File: src/rtl/npc_pkg.sv
// Shared encodings for the NPC load/store path: access sizes and LSU FSM states.
package npc_pkg;

  localparam logic [1:0] SZ_B = 2'd0;
  localparam logic [1:0] SZ_H = 2'd1;
  localparam logic [1:0] SZ_W = 2'd2;

  typedef enum logic [1:0] {
    IDLE = 2'd0,
    REQ  = 2'd1,
    WAIT = 2'd2,
    RESP = 2'd3
  } lsu_state_t;

endpackage

File: src/rtl/lsu_lane_align.sv
// Byte-lane helper: store data replication and mask, load extract/extend,
// and detection of misaligned or illegal-size accesses.
module lsu_lane_align
  import npc_pkg::*;
(
  input  logic [1:0]  off_i,
  input  logic [1:0]  size_i,
  input  logic        wen_i,
  input  logic        uns_i,
  input  logic [31:0] wdata_i,
  input  logic [31:0] rdata_i,
  output logic [31:0] wdata_o,
  output logic [3:0]  wmask_o,
  output logic [31:0] rdata_o,
  output logic        err_o
);

  logic [31:0] rd_sh;

  // Bring the addressed lane down to bit 0 so byte/half extraction is uniform.
  assign rd_sh = rdata_i >> {off_i, 3'b000};

  always_comb begin
    wdata_o = wdata_i;
    wmask_o = 4'b0000;
    rdata_o = rdata_i;
    err_o   = 1'b0;
    case (size_i)
      SZ_B: begin
        wdata_o = {4{wdata_i[7:0]}};
        wmask_o = 4'b0001 << off_i;
        rdata_o = {{24{~uns_i & rd_sh[7]}}, rd_sh[7:0]};
      end
      SZ_H: begin
        wdata_o = {2{wdata_i[15:0]}};
        wmask_o = 4'b0011 << off_i;
        rdata_o = {{16{~uns_i & rd_sh[15]}}, rd_sh[15:0]};
        err_o   = off_i[0];
      end
      SZ_W: begin
        wmask_o = 4'b1111;
        err_o   = |off_i;
      end
      default: err_o = 1'b1;
    endcase
    if (!wen_i) wmask_o = 4'b0000;
  end

endmodule

File: src/rtl/lsu_mem_req.sv
// Load/store request sequencer: one core access at a time turned into a
// word-aligned memory transaction, with misalignment and timeout errors.
module lsu_mem_req
  import npc_pkg::*;
#(
  parameter int unsigned TIMEOUT = 255
) (
  input  logic        clk,
  input  logic        rst_n,
  input  logic        req_valid,
  output logic        req_ready,
  input  logic        req_wen,
  input  logic [31:0] req_addr,
  input  logic [31:0] req_wdata,
  input  logic [1:0]  req_size,
  input  logic        req_unsigned,
  output logic        resp_valid,
  output logic [31:0] resp_rdata,
  output logic        resp_err,
  output logic        mem_req_valid,
  input  logic        mem_req_ready,
  output logic        mem_wen,
  output logic [31:0] mem_addr,
  output logic [31:0] mem_wdata,
  output logic [7:0]  mem_wmask,
  input  logic        mem_resp_valid,
  input  logic [31:0] mem_rdata,
  output lsu_state_t  dbg_state_o
);

  localparam logic [7:0] TO = 8'(TIMEOUT);

  lsu_state_t  state_q, state_d;
  logic        wen_q, wen_d, uns_q, uns_d, err_q, err_d;
  logic [1:0]  size_q, size_d;
  logic [3:0]  wmask_q, wmask_d;
  logic [7:0]  cnt_q, cnt_d;
  logic [31:0] addr_q, addr_d, wdata_q, wdata_d, rdata_q, rdata_d;

  logic        idle;
  logic [31:0] ln_wdata, ln_rdata;
  logic [3:0]  ln_wmask;
  logic        ln_err;

  assign idle = (state_q == IDLE);

  // One aligner serves both phases: live request fields while IDLE (store
  // shaping, error check), latched fields afterwards (load extraction).
  lsu_lane_align u_align (
    .off_i   (idle ? req_addr[1:0] : addr_q[1:0]),
    .size_i  (idle ? req_size      : size_q),
    .wen_i   (idle ? req_wen       : wen_q),
    .uns_i   (idle ? req_unsigned  : uns_q),
    .wdata_i (req_wdata),
    .rdata_i (mem_rdata),
    .wdata_o (ln_wdata),
    .wmask_o (ln_wmask),
    .rdata_o (ln_rdata),
    .err_o   (ln_err)
  );

  always_ff @(posedge clk) begin
    if (!rst_n) begin
      state_q <= IDLE;
      wen_q   <= 1'b0;
      uns_q   <= 1'b0;
      err_q   <= 1'b0;
      size_q  <= SZ_B;
      wmask_q <= 4'b0000;
      cnt_q   <= 8'd0;
      addr_q  <= 32'd0;
      wdata_q <= 32'd0;
      rdata_q <= 32'd0;
    end else begin
      state_q <= state_d;
      wen_q   <= wen_d;
      uns_q   <= uns_d;
      err_q   <= err_d;
      size_q  <= size_d;
      wmask_q <= wmask_d;
      cnt_q   <= cnt_d;
      addr_q  <= addr_d;
      wdata_q <= wdata_d;
      rdata_q <= rdata_d;
    end
  end

  always_comb begin
    state_d = state_q;
    wen_d   = wen_q;
    uns_d   = uns_q;
    err_d   = err_q;
    size_d  = size_q;
    wmask_d = wmask_q;
    cnt_d   = cnt_q;
    addr_d  = addr_q;
    wdata_d = wdata_q;
    rdata_d = rdata_q;
    case (state_q)
      IDLE: if (req_valid) begin
        wen_d   = req_wen;
        addr_d  = req_addr;
        size_d  = req_size;
        uns_d   = req_unsigned;
        wdata_d = ln_wdata;
        wmask_d = ln_wmask;
        err_d   = ln_err;
        rdata_d = 32'd0;
        state_d = ln_err ? RESP : REQ;
      end
      REQ: if (mem_req_ready) begin
        cnt_d   = 8'd0;
        state_d = WAIT;
      end
      WAIT: begin
        // Counter compares before incrementing, giving TIMEOUT+1 WAIT cycles.
        if (mem_resp_valid) begin
          rdata_d = wen_q ? 32'd0 : ln_rdata;
          err_d   = 1'b0;
          state_d = RESP;
        end else if (cnt_q == TO) begin
          rdata_d = 32'd0;
          err_d   = 1'b1;
          state_d = RESP;
        end else begin
          cnt_d = cnt_q + 8'd1;
        end
      end
      RESP: state_d = IDLE;
      default: state_d = IDLE;
    endcase
  end

  assign req_ready     = idle;
  assign mem_req_valid = (state_q == REQ);
  assign resp_valid    = (state_q == RESP);
  assign resp_rdata    = resp_valid ? rdata_q : 32'd0;
  assign resp_err      = resp_valid & err_q;
  assign mem_wen       = wen_q;
  assign mem_addr      = {addr_q[31:2], 2'b00};
  assign mem_wdata     = wdata_q;
  assign mem_wmask     = {4'b0000, wmask_q};
  assign dbg_state_o   = state_q;

endmodule

File: config.mk
export PLATFORM = sky130hd
export DESIGN_NAME = lsu_mem_req
export DESIGN_NICKNAME = d
export VERILOG_FILES = /design/src/rtl/npc_pkg.sv /design/src/rtl/lsu_lane_align.sv /design/src/rtl/lsu_mem_req.sv
export SDC_FILE = /design/constraint.sdc
export NUM_CORES = 1
export LEC_CHECK = 0
export ABC_AREA = 1
export BUFFER_PORTS_ARGS = -buffer_cell sky130_fd_sc_hd__buf_2
export CAP_MARGIN = 5
export CORE_ASPECT_RATIO = 1.4
export CORE_MARGIN = 3
export CORE_UTILIZATION = 31
export DETAILED_ROUTE_END_ITERATION = 7
export PLACE_DENSITY = 0.66
export SLEW_MARGIN = 0
export SYNTH_ARGS = -nofsm -noshare
export SYNTH_HDL_FRONTEND = slang
export SYNTH_SLANG_ARGS = --single-unit
export TNS_END_PERCENT = 1
File: constraint.sdc
create_clock -name clk -period 4.08 [get_ports clk]
set_input_delay 0.816 -clock clk [delete_from_list [all_inputs] [get_ports clk]]
set_output_delay 0.816 -clock clk [all_outputs]
set_load 0.02 [all_outputs]
[Yosys cells after proc, flatten, opt, wreduce, memory -nomap -nowiden]
Index checks and enable logic that the tools add are counted.
Word-level totals
  register bits: 115
  output and inout bits: 111
Cells by class
  reductions and logical operators: 9
  add/subtract/negate cells: 1
  bitwise gates (word level): 4
  mux-type cells: 29
  shift-type cells: 3
  equal/unequal tests: 11
Operator list (number)
  $pmux W32 S2: 3
  $mux W32: 5
  $shr A32 B5 Y16: 1
  $mux W8: 3
  $pmux W8 S2: 1
  $mux W2: 7
  $pmux W4 S3: 1
  $add A8 B1 Y8 const B: 1
  $eq A8 B8 Y1 const B: 1
  $pmux W2 S4: 1
  $eq A2 B2 Y1 const B: 3
  $ne A2 B2 Y1 const B: 3
  $reduce_and A3 Y1: 2
  $mux W1: 5
  $eq A2 B1 Y1 const B: 2
  $logic_not A2 Y1: 2
  $mux W4: 1
  $reduce_and A4 Y1: 1
  $reduce_bool A2 Y1: 2
  $shl A1 B2 Y4 const A: 1
  $shl A2 B2 Y4 const A: 1
  $and A1 B1 Y1: 3
  $ne A3 B3 Y1 const B: 1
  $pmux W1 S3: 1
  5 further kinds: 5

[Logic depth before layout (Yosys ltp)]
  depth after elaboration: 8
  gate-level depth with buffers: 14
  gate-level depth less buffers: 13

[Cells and area by module]
From an unflattened synthesis, not the netlist that was laid out.
Second synthesis, totals
  cells, all modules: 1021
  area total of the unflattened synthesis: 6610.1 um^2
Modules (own cells, without submodules)
  lsu_mem_req: area each 5192.5 um^2, cells each 743, seq. area each 2302.2 um^2, instances 1
  lsu_lane_align: area each 1417.6 um^2, cells each 278, seq. area each 0.0 um^2, instances 1

[Worst setup path after synthesis]
OpenSTA, ideal clock, no wires.
  kind: register to output
  start point: reg state_q[0] (netlist: dbg_state_o[0])
  end point: out resp_rdata[10]
  data arrival time: 1521 ps
  data required time: 3264 ps
  buffers on the path: 2
  slack: 1743 ps
  stages on the path, launching flop included: 6
  cell sequence: dfxtp_1 > ha_1 > clkbuf_1 > clkbuf_1 > nand2_1 > inv_1
On the way
  cells in the longest elaborated chain, start to end: 2
RTL lines
  start: declaration: RTL line lsu_mem_req.sv:33  | lsu_state_t state_q, state_d;
  start signal: assignment: RTL line lsu_mem_req.sv:75  | state_q <= state_d;
  $eq A2 B2 Y1: RTL line lsu_mem_req.sv:136  | assign resp_valid = (state_q == RESP);
  net resp_valid: RTL line lsu_mem_req.sv:17  | output logic resp_valid,
  $mux W32: RTL line lsu_mem_req.sv:137  | assign resp_rdata = resp_valid ? rdata_q : 32'd0;
  end: declaration: RTL line lsu_mem_req.sv:18  | output logic [31:0] resp_rdata,
The timed path passes the listed nets, and every way through them passes these cells.

[Worst setup path after layout]
  start point: reg state_q[0] (netlist: dbg_state_o[0])
  end point: out resp_rdata[2]
On the way
  cells in the longest elaborated chain, start to end: 2
RTL lines (RTL line)
  $eq A2 B2 Y1: lsu_mem_req.sv:136
  $mux W32: lsu_mem_req.sv:137
No other way between the ends.

==> flow_metrics.py <==
metrics = {
    "clock_tree": {
        "hold_buffers": 0,
        "cts_resized": 0,
        "clk_pin_slew_ps": 50,
        "clock_latency_ps": 410,
        "clock_path_buffers": 2,
        "cts.sinks": 115,
        "tritoncts": "built",
        "cts_buffers": 17,
        "htree_levels": 4,
        "root_buffer": "clkbuf_16",
        "post_cts_buffers": 0,
    },
    "die": {
        "core_area_sq_um": 19400,
        "dieWidth_um": 125,
        "boundaryPins": 216,
        "die_h_um": 173,
        "num_rows": 60,
        "start_util_pct": 31.9,
        "die_area_sq_um": 21700,
    },
    "route": {
        "wire_per_inst_um": 13.9,
        "ant_nets": 0,
        "dr_total_vias": 6354,
        "wirelength_um": 18700,
        "drtIter0Drc": 355,
        "firstDrtPassIters": 5,
        "viasPerCell": 4.72,
        "drc": 0,
    },
    "logic_synthesis": {
        "postSynthCellCount": 933,
        "ys.warnings.count": 0,
        "ys_types": 37,
        "avgSynthCellArea_sq_um": 6.62,
        "synth_area_sq_um": 6170,
        "synth_seq_area_share_pct": 37.3,
        "synth-seq-cells": 115,
    },
    "final_layout": {
        "final_nets": 1197,
        "syn_to_final_growth_pct": 25.3,
        "multi_input_area_sq_um": 2990,
        "mostFrequentLayoutCell": "nand2_1",
        "fillers": 2142,
        "most-common-layout-cells": "nand2_1 (231), buf_2 (209), nor2_1 (125)",
        "final_layout_size_suffix_gt1_share_pct": 26.7,
        "utilization_pct": 39.9,
        "layout.area.seq_sq_um": 2300,
        "stdcell_count": 1347,
        "antennaDiodeCount": 0,
    },
    "worst_hold_path": {
        "min_path_cells": 2,
        "hold_path_class": "flop to flop",
    },
    "global_routing": {
        "grt_pass1_wl_um": 30100,
        "grt_overflow": 0,
        "grt_pass1_vias": 6063,
        "grt_max_degree": 69,
        "track_usage_pct": 17.1,
        "antenna_found_initial": 3,
    },
    "sta": {
        "finalCritPeriodShare_pct": 74.2,
        "finalSetupViolCount": 0,
        "finalSetupTns_ps": 0,
        "fmax_ghz": 0.330,
        "worst_slack_ps": 1050,
        "rsz0062_at_grt": "no",
        "clock_skew_ps": 8.92,
        "fin_crit_ps": 3030,
        "max_slew.worst_pin.slew_ps": 1030,
        "slew_viol_final": 0,
        "relSlewSlack_pct": 31.2,
        "hold_viol_final": 0,
    },
    "power_and_ir_drop": {
        "power_density_nw_per_um2": 729,
        "peakVddDrop_uv": 338,
        "leakage_uw": 0.00389,
        "switching_share_pct": 43.3,
        "combPwrFrac_pct": 44.7,
        "p_total_uw": 5640,
        "p_sw_uw": 2440,
        "seqPwrFrac_pct": 26.3,
        "p_int_uw": 3200,
        "power.share.clock_pct": 29.0,
    },
    "flow_run": {
        "drv_cap": 0,
    },
    "run_status": {
        "outcome": "complete, no violations",
    },
    "critical_path": {
        "crit_path_max_fanout": 24,
        "required_ps": 3260,
        "r2r_cells": 9,
        "worstSetupPathType": "flop to output pin",
        "startpoint_type": "flop",
        "worstPathArrival_ps": 2210,
        "end_kind": "output pin",
    },
    "placed_design": {
        "hpwl_um": 13400,
        "dp_slack_ps": 1200,
        "dp_cells": 1316,
        "portBuffers": 209,
        "gp_congestion": 0.806,
    },
}
## cells by family after synthesis
logic type,count (synthesis),synth area share [%]
and+or+nand+nor,432,28.9
AOI/OAI and AO/OA,193,17.9
buffers and inverters,186,14.7
DFF,115,37.3
adders and majority gates,5,1.01
xor gates and xnor gates,1,0.142
other,1,0.0607
## cell usage after synthesis
library cell / number / share of area (%)
a211oi_1: 3 / 0.36
a21oi_1: 47 / 3.8
a21oi_2: 10 / 1.4
a31oi_1: 7 / 0.71
a41oi_1: 1 / 0.14
buf_1: 1 / 0.061
buf_12: 1 / 0.32
buf_2: 12 / 0.97
buf_4: 37 / 4.5
buf_6: 4 / 0.73
clkbuf_1: 34 / 2.1
clkinv_1: 2 / 0.12
conb_1: 1 / 0.061
dfxtp_1: 115 / 37
ha_1: 5 / 1.0
inv_1: 90 / 5.5
inv_2: 2 / 0.12
inv_4: 3 / 0.30
nand2_1: 232 / 14
nand2_2: 15 / 1.5
nand2_4: 5 / 0.91
nand3_1: 45 / 3.6
nand3_2: 1 / 0.16
nand3b_1: 2 / 0.24
nand4_1: 1 / 0.10
nor2_1: 125 / 7.6
nor2_2: 2 / 0.20
nor2_4: 1 / 0.18
nor3_1: 2 / 0.16
o211ai_1: 16 / 1.9
o21ai_0: 96 / 7.8
o21ai_1: 8 / 0.65
o21ai_2: 1 / 0.14
o21ai_4: 3 / 0.79
o221ai_1: 1 / 0.14
or2_2: 1 / 0.10
xor2_1: 1 / 0.14
## final cells by class
type | instances | area share (%)
inverters | 97 | 4.80
clock inverters | 9 | 2.30
repair buffers | 219 | 14.5
clock buffers | 22 | 6.00
flip-flops and latches | 115 | 29.8
well taps | 248 | 4.01
multi-input cells | 637 | 38.6
## layer usage
layer | track usage (%) | wire, um | vias up
li1 | - | - | 3224
met3 | 5.07 | 1240 | 41
met1 | 19.3 | 7550 | 2874
met4 | 7.32 | 515 | 4
met2 | 29.8 | 9370 | 211
met5 | 0 | 21 | -
## critical path, cell delays in order (launching register included)
cell and delay [ps]:
dfxtp_1 390, ha_1 860, buf_4 280, nand2_1 60, inv_1 40, buf_2 150
## metrics by stage
step                      hold slack (ps)  cell area [sq um]
after CTS                             453               7730
after global placement                436               7090
after global routing                  477               7730
final                                 449               7730
after detailed placement              444               7090
after floorplan                       424               6190
## state kept, by name, summed over array words and instances (netlist names)
| name | cells |
|---|---|
| uns_q | 1 |
| mem_wdata | 32 |
| wmask_q | 4 |
| dbg_state_o | 2 |
| addr_q | 32 |
| rdata_q | 32 |
| cnt_q | 8 |
| size_q | 2 |
| mem_wen | 1 |
| err_q | 1 |
## power by group through the flow
| stage | sequential (uW) | clock (uW) | combinational [uW] |
|---|---|---|---|
| after floorplan | 1620 | 0 | 1940 |
| after global placement | 1500 | 0 | 2530 |
| after detailed placement | 1510 | 0 | 2540 |
| after CTS | 1490 | 1680 | 2550 |
| after global routing | 1510 | 1720 | 2850 |
| final | 1480 | 1640 | 2520 |
## path summary, 6_finish.rpt
check	start	to	slack [ps]
worst max-delay path	dbg_state_o[0]	resp_rdata[2]	1050
worst min-delay path	uns_q	uns_q	450
worst max register to register	dbg_state_o[0]	rdata_q[18]	1190
worst min register to register	uns_q	uns_q	450
Note: power is estimated with default switching activity, not from simulation.
